`src/rtl/load_store_unit_pkg.sv`:
```
// Shared definitions for the load/store unit.
//   - funct3 width codes (B/H/W and the unsigned load variants)
//   - FSM state encoding (2 bits)
//   - byte-enable base patterns, plus helper functions for the
//     misalignment test, lane enables and store-data replication.
package load_store_unit_pkg;

  localparam int XLEN  = 32;
  localparam int REG_W = 5;

  localparam logic [2:0] F3_B  = 3'b000;
  localparam logic [2:0] F3_H  = 3'b001;
  localparam logic [2:0] F3_W  = 3'b010;
  localparam logic [2:0] F3_BU = 3'b100;
  localparam logic [2:0] F3_HU = 3'b101;

  localparam logic [3:0] BE_BYTE = 4'b0001;
  localparam logic [3:0] BE_HALF = 4'b0011;
  localparam logic [3:0] BE_WORD = 4'b1111;

  typedef enum logic [1:0] {
    ST_IDLE     = 2'd0,
    ST_ISSUE    = 2'd1,
    ST_WAIT_RSP = 2'd2,
    ST_WB       = 2'd3
  } state_t;

  // Halfwords need an even address, words a 4-byte aligned one.
  function automatic logic is_misaligned(input logic [2:0] f3, input logic [1:0] lo);
    case (f3)
      F3_H, F3_HU: return lo[0];
      F3_W:        return (lo != 2'b00);
      default:     return 1'b0;
    endcase
  endfunction

  function automatic logic [3:0] byte_enable(input logic [2:0] f3, input logic [1:0] lo);
    case (f3)
      F3_B, F3_BU: return BE_BYTE << lo;
      F3_H, F3_HU: return BE_HALF << lo;
      default:     return BE_WORD;
    endcase
  endfunction

  // The byte/half is copied into every lane so memory only has to
  // honour the byte enables; no shifter is needed on the store path.
  function automatic logic [XLEN-1:0] replicate(input logic [2:0] f3, input logic [XLEN-1:0] wdata);
    case (f3)
      F3_B, F3_BU: return {4{wdata[7:0]}};
      F3_H, F3_HU: return {2{wdata[15:0]}};
      default:     return wdata;
    endcase
  endfunction

endpackage

```
`src/rtl/load_store_unit_load_align.sv`:
```
// load_align: combinational load-data lane extraction and extension.
// Ports:
//   funct3  in  3   load width/sign code
//   addr_lo in  2   byte offset within the word
//   rdata   in  32  raw word from memory
//   data    out 32  extracted, sign/zero-extended value
module load_align
  import load_store_unit_pkg::*;
(
  input  logic [2:0]      funct3,
  input  logic [1:0]      addr_lo,
  input  logic [XLEN-1:0] rdata,
  output logic [XLEN-1:0] data
);

  logic [XLEN-1:0] shifted;

  always_comb begin
    // Bring the addressed lane down to bit 0 first.
    shifted = rdata >> {addr_lo, 3'b000};
    case (funct3)
      F3_B:    data = {{24{shifted[7]}}, shifted[7:0]};
      F3_BU:   data = {24'h0, shifted[7:0]};
      F3_H:    data = {{16{shifted[15]}}, shifted[15:0]};
      F3_HU:   data = {16'h0, shifted[15:0]};
      default: data = rdata;
    endcase
  end

endmodule

```
`src/rtl/load_store_unit.sv`:
```
// load_store_unit: single-outstanding load/store engine between the
// execute stage and a data memory with request/response handshakes.
// Ports:
//   clk, rst_n                      clock, async active-low reset
//   req_valid/req_ready             op handshake from execute (ready only in IDLE)
//   req_is_store/funct3/addr/wdata/rd  op fields
//   mem_req_valid/mem_req_ready     memory request handshake
//   mem_we/mem_be/mem_addr/mem_wdata   request fields (word-aligned address)
//   mem_rsp_valid/mem_rdata         response strobe and read word
//   wb_valid/wb_rd/wb_data          register writeback pulse and payload
//   err_misaligned                  one-cycle pulse on misaligned request
//   busy                            high whenever not IDLE
//   state                           current FSM state (debug)
//
// Handshakes: a transfer happens on a rising edge where valid and ready
// are both high; the sender keeps valid and its payload stable until
// that edge. The response side has no ready: mem_rsp_valid is a strobe
// that is consumed only in WAIT_RSP and ignored in every other state.
module load_store_unit
  import load_store_unit_pkg::*;
(
  input  logic             clk,
  input  logic             rst_n,
  input  logic             req_valid,
  output logic             req_ready,
  input  logic             req_is_store,
  input  logic [2:0]       req_funct3,
  input  logic [XLEN-1:0]  req_addr,
  input  logic [XLEN-1:0]  req_wdata,
  input  logic [REG_W-1:0] req_rd,
  output logic             mem_req_valid,
  input  logic             mem_req_ready,
  output logic             mem_we,
  output logic [3:0]       mem_be,
  output logic [XLEN-1:0]  mem_addr,
  output logic [XLEN-1:0]  mem_wdata,
  input  logic             mem_rsp_valid,
  input  logic [XLEN-1:0]  mem_rdata,
  output logic             wb_valid,
  output logic [REG_W-1:0] wb_rd,
  output logic [XLEN-1:0]  wb_data,
  output logic             err_misaligned,
  output logic             busy,
  output logic [1:0]       state
);

  state_t           state_q, state_d;
  logic             is_store_q;
  logic [2:0]       funct3_q;
  logic [XLEN-1:0]  addr_q;
  logic [XLEN-1:0]  wdata_q;
  logic [REG_W-1:0] rd_q;
  logic             err_q;
  logic [REG_W-1:0] wb_rd_q;
  logic [XLEN-1:0]  wb_data_q;
  logic [XLEN-1:0]  load_data;

  logic accept;
  logic req_misaligned;
  logic rsp_take;

  assign accept         = (state_q == ST_IDLE) && req_valid;
  assign req_misaligned = is_misaligned(req_funct3, req_addr[1:0]);
  assign rsp_take       = (state_q == ST_WAIT_RSP) && mem_rsp_valid;

  load_align u_load_align (
    .funct3  (funct3_q),
    .addr_lo (addr_q[1:0]),
    .rdata   (mem_rdata),
    .data    (load_data)
  );

  always_ff @(posedge clk or negedge rst_n) begin
    if (!rst_n) state_q <= ST_IDLE;
    else        state_q <= state_d;
  end

  always_comb begin
    state_d       = state_q;
    req_ready     = 1'b0;
    mem_req_valid = 1'b0;
    wb_valid      = 1'b0;
    case (state_q)
      ST_IDLE: begin
        req_ready = 1'b1;
        if (req_valid && !req_misaligned) state_d = ST_ISSUE;
      end
      ST_ISSUE: begin
        mem_req_valid = 1'b1;
        if (mem_req_ready) state_d = ST_WAIT_RSP;
      end
      ST_WAIT_RSP: begin
        if (mem_rsp_valid) state_d = is_store_q ? ST_IDLE : ST_WB;
      end
      ST_WB: begin
        // x0 is never written, so no pulse for rd == 0.
        wb_valid = (rd_q != '0);
        state_d  = ST_IDLE;
      end
      default: state_d = ST_IDLE;
    endcase
  end

  // Request fields are captured on every accepted op, including a
  // misaligned one that is rejected in the same cycle.
  always_ff @(posedge clk or negedge rst_n) begin
    if (!rst_n) begin
      is_store_q <= 1'b0;
      funct3_q   <= '0;
      addr_q     <= '0;
      wdata_q    <= '0;
      rd_q       <= '0;
    end else if (accept) begin
      is_store_q <= req_is_store;
      funct3_q   <= req_funct3;
      addr_q     <= req_addr;
      wdata_q    <= req_wdata;
      rd_q       <= req_rd;
    end
  end

  always_ff @(posedge clk or negedge rst_n) begin
    if (!rst_n) err_q <= 1'b0;
    else        err_q <= accept && req_misaligned;
  end

  // Writeback payload only moves when a real pulse will follow, so it
  // holds its last value across stores and rd == 0 loads.
  always_ff @(posedge clk or negedge rst_n) begin
    if (!rst_n) begin
      wb_rd_q   <= '0;
      wb_data_q <= '0;
    end else if (rsp_take && !is_store_q && (rd_q != '0)) begin
      wb_rd_q   <= rd_q;
      wb_data_q <= load_data;
    end
  end

  assign mem_we         = (state_q == ST_ISSUE) && is_store_q;
  assign mem_be         = (state_q == ST_ISSUE) ? byte_enable(funct3_q, addr_q[1:0]) : 4'b0000;
  assign mem_addr       = {addr_q[XLEN-1:2], 2'b00};
  assign mem_wdata      = replicate(funct3_q, wdata_q);
  assign wb_rd          = wb_rd_q;
  assign wb_data        = wb_data_q;
  assign err_misaligned = err_q;
  assign busy           = (state_q != ST_IDLE);
  assign state          = state_q;

endmodule

```
`config.mk`:
```
export PLATFORM = sky130hd
export DESIGN_NAME = load_store_unit
export DESIGN_NICKNAME = d
export VERILOG_FILES = /design/src/rtl/load_store_unit_pkg.sv /design/src/rtl/load_store_unit_load_align.sv /design/src/rtl/load_store_unit.sv
export SDC_FILE = /design/constraint.sdc
export NUM_CORES = 1
export LEC_CHECK = 0
export ABC_CLOCK_PERIOD_IN_PS = 4500
export BUFFER_PORTS_ARGS = -buffer_cell sky130_fd_sc_hd__buf_4
export CORE_MARGIN = 5
export CORE_UTILIZATION = 30
export CTS_BUF_LIST = sky130_fd_sc_hd__clkbuf_4
export DETAILED_ROUTE_END_ITERATION = 6
export PLACE_DENSITY_LB_ADDON = 0.2
export SYNTH_ARGS = -nofsm -noshare
export SYNTH_HDL_FRONTEND = slang
export SYNTH_HIERARCHICAL = 1
export SYNTH_SLANG_ARGS = --single-unit
```
`constraint.sdc`:
```
create_clock -name clk -period 4.5 [get_ports clk]
set_input_delay 0.675 -clock clk [delete_from_list [all_inputs] [get_ports clk]]
set_output_delay 0.675 -clock clk [all_outputs]
set_load 0.05 [all_outputs]
```
==> metrics.md <==
| Metric | Value |
|---|---|
| Mapped cell area | `between 5000 and 6000 sq um` |
| Hold Vio Cnt, Final | `0` |
| Top_reg_cell synth | `dfrtp_1` |
| Worst Slack Setup Final | `1214 ps` |
| Final std cells w/o fill | `~900` |
| EDFF count, synth | `0` |
| Die H | `149.0 um` |
| Global route overflow | `0` |
| Setup slack, reg-to-reg | `1710 ps` |
| Worst path max stage delay | `roughly 800 ps` |
| Post-CTS resize count | `0` |
| CP endpoint kind | `output pin` |
| Hpwl dp | `12.24 mm` |
| Max frequency | `304.3 MHz` |
| Antenna-violating nets left | `0` |
| Ratio of cells with drive above 1 in the final layout | `0.5939` |
| Slowest CP cell | `nor2_1` |
| # IOs | `223` |
| Worst path top cell family by delay | `simple AND/OR/NAND/NOR gates` |
| Worst Path Arrival | `2610 ps` |
| Hold_buf cts | `0` |
| Worst Path Class, Setup | `flip-flop to output pin` |
| Share of the synthesized area in the top cell type | `0.4878` |
| Initial core utilization | `0.3068` |
| Num CTS Buffers | `17` |
| Clk pin slew, worst setup/hold paths | `110 ps` |
| Site Rows | `50` |
| Via density | `4.643` |
| Post-synth ARST share | `1.000` |
| H-tree levels | `4` |
| Number of distinct library cells after synthesis | `43` |
| Length of the first detailed-routing pass in iterations | `4` |
| Hold crit path type | `input pin to async pin` |
| Clock Path Buffers | `2` |
| Synth top area cells | `dfrtp_1 (49%), mux2_2 (24%), buf_4 (5.2%)` |
| RSZ-0062 raised after global routing | `no` |
| Clk_skew | `roughly 14 ps` |
| Pin count of the biggest net entering global routing | `between 70 and 80` |
| Synth warnings | `6` |
| Clock root buffer | `clkbuf_4` |
| Final slew viol count | `0` |
| Vias in the first global route | `4529` |
| P&R area growth vs syn | `30.82%` |
| Final core utilization | `0.4014` |
| Commonest non-fill, non-tap cells in the layout | `buf_4 (224), mux2_2 (125), dfrtp_1 (112)` |
| Status | `complete, no violations` |
| Remaining DRCs | `0` |
| Total detailed-routing wirelength | `16.56 mm` |
| Vias | `4253` |
| CP Max Fanout | `17` |
| Critical path launch point type | `flip-flop` |
| Clock sink count | `113` |
| CTS tree | `built` |
| Final period utilization | `0.7303` |
| Area leader, netlist | `dfrtp_1` |
| Setup-failing EPs final | `0` |
| Slew @ Worst Pin | `1010 ps` |
| Avg WL per Cell | `18.08 um` |
| Dpl cells | `884` |
| Nets | `753` |
| CP Buf/Inv Count | `1` |
| GRT Resource Usage Total | `0.1468` |
| Fillcell total | `approximately 1900` |
| Commonest non-fill, non-tap cell in the layout | `buf_4` |
| Core Footprint | `18890 sq um` |
| Crit-path cells | `nor2_1, mux2_2, buf_4` |
| Pre-CTS WS | `1709 ps` |
| GPL Wtd Cong | `0.7906` |
| Worst Path Required | `3830 ps` |
| Count of state elements after synthesis | `113` |
| Initial DRC count | `152` |
| Die Width | `between 100 and 150 um` |
| Worst skew pair latency | `500 ps` |
| Setup TNS | `0 ps` |
| Mean Syn Cell Area | `between 10 and 15 sq um` |
| Sequential fraction of the synthesis area | `0.4878` |
| Syn Inst Count | `465` |
| Postcts setup bufs | `0` |
| Final Critical Period | `between 3000 and 4000 ps` |
| First-pass GRT wire length | `25.45 mm` |
| Normalized max-slew margin | `0.3268` |
| Port-buffer cells | `220` |
| Max-cap violations | `0` |
| Initial antenna violation count | `1` |
| DIE AREA | `22200 sq um` |
==> cell usage after synthesis, drive strengths merged, types with 2 or more instances <==
cell type and n:
a22o 3, o211ai 2, dfrtp 113, buf 58, nor2 5, a221oi 6
clkbuf 8, mux2i 14, o21ai 30, o21a 4, nor3b 2, o211a 2
nor2b 6, or2 2, a21oi 2, nand2 44, mux2 131, and2 2
a22oi 4, a2bb2oi 2, o31ai 7, inv 5, nand2b 2
==> per-layer routing <==
layer  vias up  share of wire  GRT usage
met2       165           0.49     0.2399
met3        13          0.097    0.06715
met4         0         0.0097    0.03387
met1      2103           0.41     0.1779
met5         -              0          0
li1       1972              -          -
==> path summary, 6_finish.rpt <==
kind                               startpoint             to  cells after the start
worst max-delay path              funct3_q[0]  mem_wdata[11]                      3
worst min-delay path                    rst_n    wb_data[26]                      1
worst max register to register      addr_q[1]    wb_data[27]                      4
worst min register to register    wb_data[27]    wb_data[27]                      1
max in group asynchronous               rst_n      addr_q[7]                      2
min in group clk                req_wdata[16]    wdata_q[16]                      2
==> cell type report <==
type	instances	area [sq um]	area share
sequential	113	2829	0.3730
multi-input combinational	282	2446	0.3226
timing repair buffer	224	1682	0.2217
tap	260	325.3	0.04290
clock inverter	13	145.1	0.01914
clock buffer	18	135.1	0.01782
inverter	5	18.77	0.002475
antenna	1	2.502	0.0003300
==> worst register-to-register path: stages (launching register included) <==
cell	delay, ps
dfrtp_1	840
mux2_2	420
a221oi_2	820
o21ai_0	260
mux2_1	330
==> cell families (layout without fill, tap and decap cells) <==
group / after synthesis / after routing / synth area share
other: 1 / 3 / 0.0006469
AOI/OAI and AO/OA: 68 / 68 / 0.08526
and+or+nand+nor: 66 / 66 / 0.05245
buffers and inverters: 71 / 260 / 0.09130
muxes: 146 / 146 / 0.2825
DFF: 113 / 113 / 0.4878
==> through the flow <==
step	instance area [sq um]	hold WS, ps
2_1_floorplan	5801	379.4
3_3_place_gp	7301	482.9
3_5_place_dp	7301	489.8
4_1_cts	7581	235.7
5_1_grt	7584	253.9
6_report	7584	239.1
==> sequential cells by signal, indices dropped and copies added (netlist names) <==
| register | flops |
|---|---|
| wdata_q | 32 |
| rd_q | 5 |
| err_misaligned | 1 |
| wb_data | 32 |
| is_store_q | 1 |
| addr_q | 32 |
| state | 2 |
| funct3_q | 3 |
| wb_rd | 5 |
Power is left out: the tool's default activity adds up to more than one toggle a clock period on the data nets, which glitch-free logic cannot reach.
